## src/rtl/board_status_scheduler_pkg.sv

```systemverilog
// Shared constants, types and helpers for the board cell-status scheduler:
// status codes, op codes, FSM states and the read-modify-write merge rule.
package board_pkg;

    localparam int GRID_N  = 10;
    localparam int ST_W    = 5;
    localparam int N_CELLS = GRID_N * GRID_N;
    localparam int ADDR_W  = 7;
    localparam int COORD_W = 4;

    localparam logic [ST_W-1:0] ST_FREE       = ST_W'(0);
    localparam logic [ST_W-1:0] ST_OCC        = ST_W'(1);
    localparam logic [ST_W-1:0] ST_PLAYER_HIT = ST_W'(2);
    localparam logic [ST_W-1:0] ST_IA_HIT     = ST_W'(3);
    localparam logic [ST_W-1:0] ST_BOTH_HIT   = ST_W'(4);

    localparam logic OP_SHOT   = 1'b0;
    localparam logic OP_PLACE  = 1'b1;
    localparam logic ID_PLAYER = 1'b0;
    localparam logic ID_IA     = 1'b1;

    typedef enum logic [1:0] {
        S_INIT,
        S_IDLE,
        S_RD,
        S_WR
    } state_t;

    function automatic logic coord_ok(input logic [COORD_W-1:0] x,
                                      input logic [COORD_W-1:0] y);
        return (x < COORD_W'(GRID_N)) && (y < COORD_W'(GRID_N));
    endfunction

    function automatic logic [ADDR_W-1:0] cell_addr(input logic [COORD_W-1:0] x,
                                                    input logic [COORD_W-1:0] y);
        return ADDR_W'(y) * ADDR_W'(GRID_N) + ADDR_W'(x);
    endfunction

    // A shot that hits a cell already struck by the other side upgrades it to BOTH_HIT.
    function automatic logic [ST_W-1:0] merge_status(input logic [ST_W-1:0] prev,
                                                     input logic            op,
                                                     input logic            id);
        logic [ST_W-1:0] res;
        res = prev;
        if (op == OP_PLACE) begin
            if (prev == ST_FREE) begin
                res = ST_OCC;
            end
        end else if (prev == ST_FREE || prev == ST_OCC) begin
            res = (id == ID_IA) ? ST_IA_HIT : ST_PLAYER_HIT;
        end else if ((id == ID_PLAYER && prev == ST_IA_HIT) ||
                     (id == ID_IA && prev == ST_PLAYER_HIT)) begin
            res = ST_BOTH_HIT;
        end
        return res;
    endfunction

endpackage

```

## src/rtl/board_status_scheduler_if.sv

```systemverilog
// Request/response bundle between the game FSMs (master) and the scheduler (slave).
// Per-requester fields are packed with requester 1 (IA) in the upper slice.
interface board_status_scheduler_if;

    logic [1:0]                  req_valid_in;
    logic [1:0]                  req_ready_o;
    logic [1:0]                  req_op_in;
    logic [7:0]                  req_x_in;
    logic [7:0]                  req_y_in;
    logic                        rsp_valid_o;
    logic                        rsp_id_o;
    logic [board_pkg::ST_W-1:0]  rsp_prev_o;
    logic                        rsp_err_o;

    modport master (
        output req_valid_in,
        output req_op_in,
        output req_x_in,
        output req_y_in,
        input  req_ready_o,
        input  rsp_valid_o,
        input  rsp_id_o,
        input  rsp_prev_o,
        input  rsp_err_o
    );

    modport slave (
        input  req_valid_in,
        input  req_op_in,
        input  req_x_in,
        input  req_y_in,
        output req_ready_o,
        output rsp_valid_o,
        output rsp_id_o,
        output rsp_prev_o,
        output rsp_err_o
    );

endinterface

```

## src/rtl/board_status_scheduler_arb.sv

```systemverilog
// Two-way round-robin arbiter: the requester not served last wins a tie.
// The last-served flop resets to requester 1 so requester 0 starts with priority.
module rr_arbiter2 (
    input  logic       clk_in,
    input  logic       rst_in,
    input  logic [1:0] i_req,
    input  logic       i_accept,
    output logic [1:0] o_grant
);

    logic r_last;

    always_comb begin
        o_grant = 2'b00;
        case (i_req)
            2'b01:   o_grant = 2'b01;
            2'b10:   o_grant = 2'b10;
            2'b11:   o_grant = r_last ? 2'b01 : 2'b10;
            default: o_grant = 2'b00;
        endcase
    end

    always_ff @(posedge clk_in or posedge rst_in) begin
        if (rst_in) begin
            r_last <= 1'b1;
        end else if (i_accept) begin
            r_last <= o_grant[1];
        end
    end

endmodule

```

## src/rtl/board_status_scheduler.sv

```systemverilog
// Owns the 10x10 cell-status array: serves one VGA pixel read per clock in active
// video and runs player/IA read-modify-write requests during blanking.
module board_status_scheduler
    import board_pkg::*;
(
    input  logic                   clk_in,
    input  logic                   rst_in,
    input  logic                   vga_enable_in,
    input  logic [COORD_W-1:0]     cell_x_in,
    input  logic [COORD_W-1:0]     cell_y_in,
    output logic [ST_W-1:0]        cell_status_o,
    input  logic                   clear_in,
    output logic                   busy_o,
    board_status_scheduler_if.slave bus
);

    logic [ST_W-1:0]    r_mem [N_CELLS];

    state_t             r_state;
    logic [ADDR_W-1:0]  r_init_cnt;
    logic               r_clear_pend;
    logic               r_busy;
    logic               r_id;
    logic               r_op;
    logic [COORD_W-1:0] r_x;
    logic [COORD_W-1:0] r_y;
    logic [ST_W-1:0]    r_prev;
    logic               r_err;
    logic               r_rsp_valid;
    logic               r_rsp_id;
    logic [ST_W-1:0]    r_rsp_prev;
    logic               r_rsp_err;
    logic [ST_W-1:0]    r_cell_status;

    logic [1:0]         w_grant;
    logic [1:0]         w_ready;
    logic               w_fire;
    logic               w_fire_id;
    logic               w_pending_clear;
    logic               w_vga_ok;
    logic               w_req_ok;
    logic [ADDR_W-1:0]  w_vga_addr;
    logic [ADDR_W-1:0]  w_req_addr;
    logic [ADDR_W-1:0]  w_rd_addr;
    logic [ST_W-1:0]    w_rd_data;
    logic [ST_W-1:0]    w_rd_prev;
    logic               w_rd_err;
    logic [ST_W-1:0]    w_merged;
    logic               w_we;
    logic [ADDR_W-1:0]  w_waddr;
    logic [ST_W-1:0]    w_wdata;

    rr_arbiter2 u_arb (
        .clk_in   (clk_in),
        .rst_in   (rst_in),
        .i_req    (bus.req_valid_in),
        .i_accept (w_fire),
        .o_grant  (w_grant)
    );

    // A clear arriving in the same cycle as a grant wins, so no request is accepted and lost.
    assign w_pending_clear = r_clear_pend | clear_in;
    assign w_ready   = (r_state == S_IDLE && !vga_enable_in && !w_pending_clear) ? w_grant : 2'b00;
    assign w_fire    = |(w_ready & bus.req_valid_in);
    assign w_fire_id = w_ready[1];

    assign w_vga_ok   = coord_ok(cell_x_in, cell_y_in);
    assign w_req_ok   = coord_ok(r_x, r_y);
    assign w_vga_addr = w_vga_ok ? cell_addr(cell_x_in, cell_y_in) : '0;
    assign w_req_addr = w_req_ok ? cell_addr(r_x, r_y) : '0;

    // Single shared read port: active video always owns it.
    assign w_rd_addr = vga_enable_in ? w_vga_addr : w_req_addr;
    assign w_rd_data = r_mem[w_rd_addr];
    assign w_rd_prev = w_req_ok ? w_rd_data : ST_FREE;
    assign w_rd_err  = !w_req_ok || (r_op == OP_PLACE && w_rd_data != ST_FREE);
    assign w_merged  = merge_status(r_prev, r_op, r_id);

    always_comb begin
        w_we    = 1'b0;
        w_waddr = '0;
        w_wdata = ST_FREE;
        case (r_state)
            S_INIT: begin
                w_we    = 1'b1;
                w_waddr = r_init_cnt;
                w_wdata = ST_FREE;
            end
            S_WR: begin
                w_we    = !r_err;
                w_waddr = w_req_addr;
                w_wdata = w_merged;
            end
            default: begin
                w_we = 1'b0;
            end
        endcase
    end

    always_ff @(posedge clk_in) begin
        if (w_we) begin
            r_mem[w_waddr] <= w_wdata;
        end
    end

    always_ff @(posedge clk_in or posedge rst_in) begin
        if (rst_in) begin
            r_cell_status <= ST_FREE;
        end else if (vga_enable_in) begin
            r_cell_status <= w_vga_ok ? w_rd_data : ST_FREE;
        end
    end

    always_ff @(posedge clk_in or posedge rst_in) begin
        if (rst_in) begin
            r_state      <= S_INIT;
            r_init_cnt   <= '0;
            r_clear_pend <= 1'b0;
            r_busy       <= 1'b1;
            r_id         <= 1'b0;
            r_op         <= OP_SHOT;
            r_x          <= '0;
            r_y          <= '0;
            r_prev       <= ST_FREE;
            r_err        <= 1'b0;
            r_rsp_valid  <= 1'b0;
            r_rsp_id     <= 1'b0;
            r_rsp_prev   <= ST_FREE;
            r_rsp_err    <= 1'b0;
        end else begin
            r_rsp_valid <= 1'b0;
            case (r_state)
                S_INIT: begin
                    r_clear_pend <= 1'b0;
                    if (r_init_cnt == ADDR_W'(N_CELLS - 1)) begin
                        r_init_cnt <= '0;
                        r_state    <= S_IDLE;
                        r_busy     <= 1'b0;
                    end else begin
                        r_init_cnt <= r_init_cnt + 1'b1;
                    end
                end
                S_IDLE: begin
                    if (clear_in) begin
                        r_state <= S_INIT;
                        r_busy  <= 1'b1;
                    end else if (w_fire) begin
                        r_id    <= w_fire_id;
                        r_op    <= bus.req_op_in[w_fire_id];
                        r_x     <= w_fire_id ? bus.req_x_in[7:4] : bus.req_x_in[3:0];
                        r_y     <= w_fire_id ? bus.req_y_in[7:4] : bus.req_y_in[3:0];
                        r_state <= S_RD;
                        r_busy  <= 1'b1;
                    end
                end
                S_RD: begin
                    if (clear_in) begin
                        r_clear_pend <= 1'b1;
                    end
                    // The response is launched here so it is visible for exactly the WR cycle.
                    if (!vga_enable_in) begin
                        r_prev      <= w_rd_prev;
                        r_err       <= w_rd_err;
                        r_rsp_valid <= 1'b1;
                        r_rsp_id    <= r_id;
                        r_rsp_prev  <= w_rd_prev;
                        r_rsp_err   <= w_rd_err;
                        r_state     <= S_WR;
                    end
                end
                S_WR: begin
                    if (w_pending_clear) begin
                        r_clear_pend <= 1'b0;
                        r_state      <= S_INIT;
                    end else begin
                        r_state <= S_IDLE;
                        r_busy  <= 1'b0;
                    end
                end
                default: begin
                    r_state <= S_INIT;
                    r_busy  <= 1'b1;
                end
            endcase
        end
    end

    assign cell_status_o   = r_cell_status;
    assign busy_o          = r_busy;
    assign bus.req_ready_o = w_ready;
    assign bus.rsp_valid_o = r_rsp_valid;
    assign bus.rsp_id_o    = r_rsp_id;
    assign bus.rsp_prev_o  = r_rsp_prev;
    assign bus.rsp_err_o   = r_rsp_err;

endmodule

```

## src/flat_wrapper.sv

```systemverilog
// flat-port wrapper written by rule: the top's interface ports become plain ports
module board_status_scheduler_flat import board_pkg::*;
  (clk_in, rst_in, vga_enable_in, cell_x_in, cell_y_in, cell_status_o, clear_in, busy_o, bus_req_valid_in, bus_req_op_in, bus_req_x_in, bus_req_y_in, bus_req_ready_o, bus_rsp_valid_o, bus_rsp_id_o, bus_rsp_prev_o, bus_rsp_err_o);
  board_status_scheduler_if bus_i ();
  input  logic clk_in;
  input  logic rst_in;
  input  logic vga_enable_in;
  input  logic [COORD_W-1:0] cell_x_in;
  input  logic [COORD_W-1:0] cell_y_in;
  output logic [ST_W-1:0] cell_status_o;
  input  logic clear_in;
  output logic busy_o;
  input wire logic [$bits(bus_i.req_valid_in)-1:0] bus_req_valid_in;
  input wire logic [$bits(bus_i.req_op_in)-1:0] bus_req_op_in;
  input wire logic [$bits(bus_i.req_x_in)-1:0] bus_req_x_in;
  input wire logic [$bits(bus_i.req_y_in)-1:0] bus_req_y_in;
  output wire logic [$bits(bus_i.req_ready_o)-1:0] bus_req_ready_o;
  output wire logic [$bits(bus_i.rsp_valid_o)-1:0] bus_rsp_valid_o;
  output wire logic [$bits(bus_i.rsp_id_o)-1:0] bus_rsp_id_o;
  output wire logic [$bits(bus_i.rsp_prev_o)-1:0] bus_rsp_prev_o;
  output wire logic [$bits(bus_i.rsp_err_o)-1:0] bus_rsp_err_o;
  assign bus_i.req_valid_in = bus_req_valid_in;
  assign bus_i.req_op_in = bus_req_op_in;
  assign bus_i.req_x_in = bus_req_x_in;
  assign bus_i.req_y_in = bus_req_y_in;
  assign bus_req_ready_o = bus_i.req_ready_o;
  assign bus_rsp_valid_o = bus_i.rsp_valid_o;
  assign bus_rsp_id_o = bus_i.rsp_id_o;
  assign bus_rsp_prev_o = bus_i.rsp_prev_o;
  assign bus_rsp_err_o = bus_i.rsp_err_o;
  board_status_scheduler u_core (.clk_in(clk_in), .rst_in(rst_in), .vga_enable_in(vga_enable_in), .cell_x_in(cell_x_in), .cell_y_in(cell_y_in), .cell_status_o(cell_status_o), .clear_in(clear_in), .busy_o(busy_o), .bus(bus_i));
endmodule
```

## config.mk

```make
export PLATFORM = sky130hd
export DESIGN_NAME = board_status_scheduler_flat
export DESIGN_NICKNAME = d
export VERILOG_FILES = /design/src/rtl/board_status_scheduler_pkg.sv /design/src/rtl/board_status_scheduler_if.sv /design/src/rtl/board_status_scheduler_arb.sv /design/src/rtl/board_status_scheduler.sv /design/src/flat_wrapper.sv
export SDC_FILE = /design/constraint.sdc
export NUM_CORES = 1
export LEC_CHECK = 0
export ABC_AREA = 1
export CORE_UTILIZATION = 50
export CTS_CLUSTER_DIAMETER = 50
export CTS_CLUSTER_SIZE = 10
export DETAILED_ROUTE_END_ITERATION = 10
export HOLD_SLACK_MARGIN = 0.1
export PLACE_DENSITY = 0.66
export SETUP_SLACK_MARGIN = 0.02
export SLEW_MARGIN = 10
export SYNTH_ARGS = -nofsm -noshare
export SYNTH_HDL_FRONTEND = slang
export SYNTH_SLANG_ARGS = --single-unit
```

## constraint.sdc

```tcl
create_clock -name clk_in -period 5 [get_ports clk_in]
set_input_delay 1.25 -clock clk_in [delete_from_list [all_inputs] [get_ports clk_in]]
set_output_delay 1.25 -clock clk_in [all_outputs]
set_load 0.02 [all_outputs]
```

==> results.ini <==
[clock_tree]
clkTransAtPathRegs_ps=50
post_cts_resized=0
clock_path_buffers=3
clk_latency_ps=620
root_buffer=clkbuf_16
cts_tree=built
cts_hold_buffers=0
cts_max_level=2
cts_buffers=61
cts.sinks=535
cts_setup_buffers=0

[sta]
worst_slew_pin_slew_ps=1171
holdWs_ps=485.5
final-setup-viol-count=0
slew_headroom_pct=21.75
period_share_pct=87.73
rsz0062_at_grt=false
hold_viol=0
fmax_mhz=228.0
final.setup.tns_ps=0
skew_ps=27.76
drv_slew=0
post-route-min-period_ps=4387

[finish]
final_nets=2317
final_cell_area_sq_um=26400
antenna_cells=0
syn_to_final_growth_pct=12.03
drive_gt1_share_pct=5.628

[drt]
ant_nets=0
drt_iter0_markers=1647
wirelength_um=58690
post_drt_wl_per_cell_um=20.24
routed_via_density=5.632
vias=16326
drc=0
dr.pass1.iters=5

[placed_design]
place_area_sq_um=24700
io_buffers=47
gp_congestion=0.8906
dp_hpwl_um=35610

[synth]
synth_top_cell_by_area=edfxtp_1
synthArstFlopShare_pct=6.542
netlist_instances=2234
ys_ff_latch=535
yosysTopAreaCellShare_pct=63.70
yosysWarnings=0
synth_edf_count=500
synth_area_per_cell_sq_um=10.55
ys.flop_type=edfxtp_1
syn-cell-area_sq_um=23570
yosysUniqueCellTypes=38
ys_seq_area_share_pct=67.43
syn-num-nets=2288
synth_area_leaders=edfxtp_1 (64%), nand2_1 (8.5%), nand3_1 (7.4%)

[die]
core.rowCount=79
coreArea_sq_um=46560
start_util_pct=50.62
io-pin-count=48
die_w_um=219.1
dieHeight_um=219.1
die_area_sq_um=48010

[global_route]
grt_pass1_vias=16012
antenna_found_initial=0
grt_overflow_total=0
grt_start_max_net_pins=93
grt_pass1_wl_um=90190
grt_usage_pct=25.04

[pwr]
vdd_drop_max_mv=0.4148
powerDensity_nw_per_um2=533.9
p_leak_nw=10.04
power_mw=14.10

[worst_setup_path]
critical-path-slowest-cell=clkdlybuf4s50_1
crit_path_end_kind=output port
critPathRequiredTime_ps=3750
max_stage_delay_ps=670
path_class=input port to output port
path_max_fanout=6
crit_path_cell_trace=clkdlybuf4s50_1, nor3_1, inv_1, a211oi_1, clkdlybuf4s50_1
cp_common_cell=clkdlybuf4s50_1
r2r_setup_slack_ps=920
crit_arrival_ps=3140
worstSetupStartpointType=input port

[job]
cap_viol_max_count=0

[outcome]
status=finished clean

[worst_hold_path]
hold_path_class=flop to flop

-- metal layers --
metal	track usage, %	vias up	wire length (um)
met5	0	-	0
met4	10.93	0	2366
met3	4.782	148	4545
met2	39.66	634	27360
met1	33.74	7904	24420
li1	-	7640	-
-- cells in the final DEF, fill, tap and decap left out, types with 5 or more instances in the layout --
master | netlist | final
nor3_1 | 5 | 5
edfxtp_1 | 500 | 500
a21oi_1 | 45 | 43
clkbuf_16 | 0 | 63
nand3_1 | 350 | 350
nand2_1 | 534 | 532
o21ai_1 | 18 | 19
o21ai_0 | 78 | 77
nor2_1 | 196 | 195
clkdlybuf4s50_1 | 0 | 47
inv_1 | 240 | 238
ha_1 | 18 | 18
o211ai_1 | 45 | 45
clkbuf_1 | 50 | 24
o22ai_1 | 13 | 13
dfrtp_1 | 33 | 33
buf_12 | 0 | 10
o21ai_2 | 5 | 5
inv_2 | 5 | 7
buf_4 | 13 | 24
-- state kept, by name, indices dropped and copies added (netlist names), 4 cells and up, named ones only --
name and count:
u_core.r_mem 500, u_core.r_init_cnt 7, u_core.r_y 4, u_core.cell_status_o 5, u_core.r_x 4, u_core.r_prev 5
-- where the power goes --
part	internal, mW	switching, mW
clock network	2.27	1.66
logic	1.38	3.39
registers	5.24	0.167
-- cell usage after synthesis, types with 3 or more instances --
cell      number
nand4_1        3
fa_1           4
o22ai_1       13
o21ai_2        5
nand2_1      534
xor2_1         4
o21ai_0       78
clkbuf_1      50
nor2_1       196
inv_1        240
nand3_1      350
a21oi_1       45
dfrtp_1       33
ha_1          18
buf_2         49
buf_4         13
edfxtp_1     500
buf_6          3
inv_2          5
o21ai_1       18
o211ai_1      45
nor3_1         5
nand2_2        3
-- layout make-up --
type | count | area, sq um
multi-input combinational | 1337 | 6269
clock buffer | 87 | 1667
fill | 3909 | 20150
clock inverter | 5 | 38.79
tap | 607 | 759.5
inverter | 247 | 927.1
timing repair buffer | 81 | 850.8
sequential | 535 | 15890
-- per-stage QoR --
stage	cells	utilization (%)	setup slack, ps
floorplan	2234	-	656.3
global placement	2807	53.05	210.3
detailed placement	2807	53.05	202.1
CTS	2899	56.71	563.8
global route	2899	56.71	456.0
finish	2899	56.71	613.4
-- logic make-up after synthesis --
| logic type | synth area share (%) |
|---|---|
| AO/OA/AOI/OAI | 5.208 |
| XOR/XNOR | 0.1858 |
| adder cells (fa/ha/maj) | 1.295 |
| buffers and inverters | 6.328 |
| flip-flops | 67.43 |
| multiplexers | 0.04247 |
| AND/OR/NAND/NOR | 19.51 |
-- path summary, 6_finish.rpt --
| kind | endpoint | from | depth (start not counted) |
|---|---|---|---|
| max | bus_req_ready_o[1] | vga_enable_in | 5 |
| min | u_core.u_arb.r_last | u_core.u_arb.r_last | 2 |
| max reg2reg | u_core.r_mem[11][1] | u_core.r_y[1] | 9 |
| min reg2reg | u_core.u_arb.r_last | u_core.u_arb.r_last | 2 |
| max in group asynchronous | u_core.u_arb.r_last | rst_in | 3 |
| min in group asynchronous | u_core.cell_status_o[2] | rst_in | 3 |
-- worst max-delay path: cells and delay by family --
family	cells	cell delay [ps]
AOI/OAI and AO/OA	1	250
buffers and inverters	3	1280
and+or+nand+nor	1	360
No activity file was read; power rests on OpenSTA's default activity.
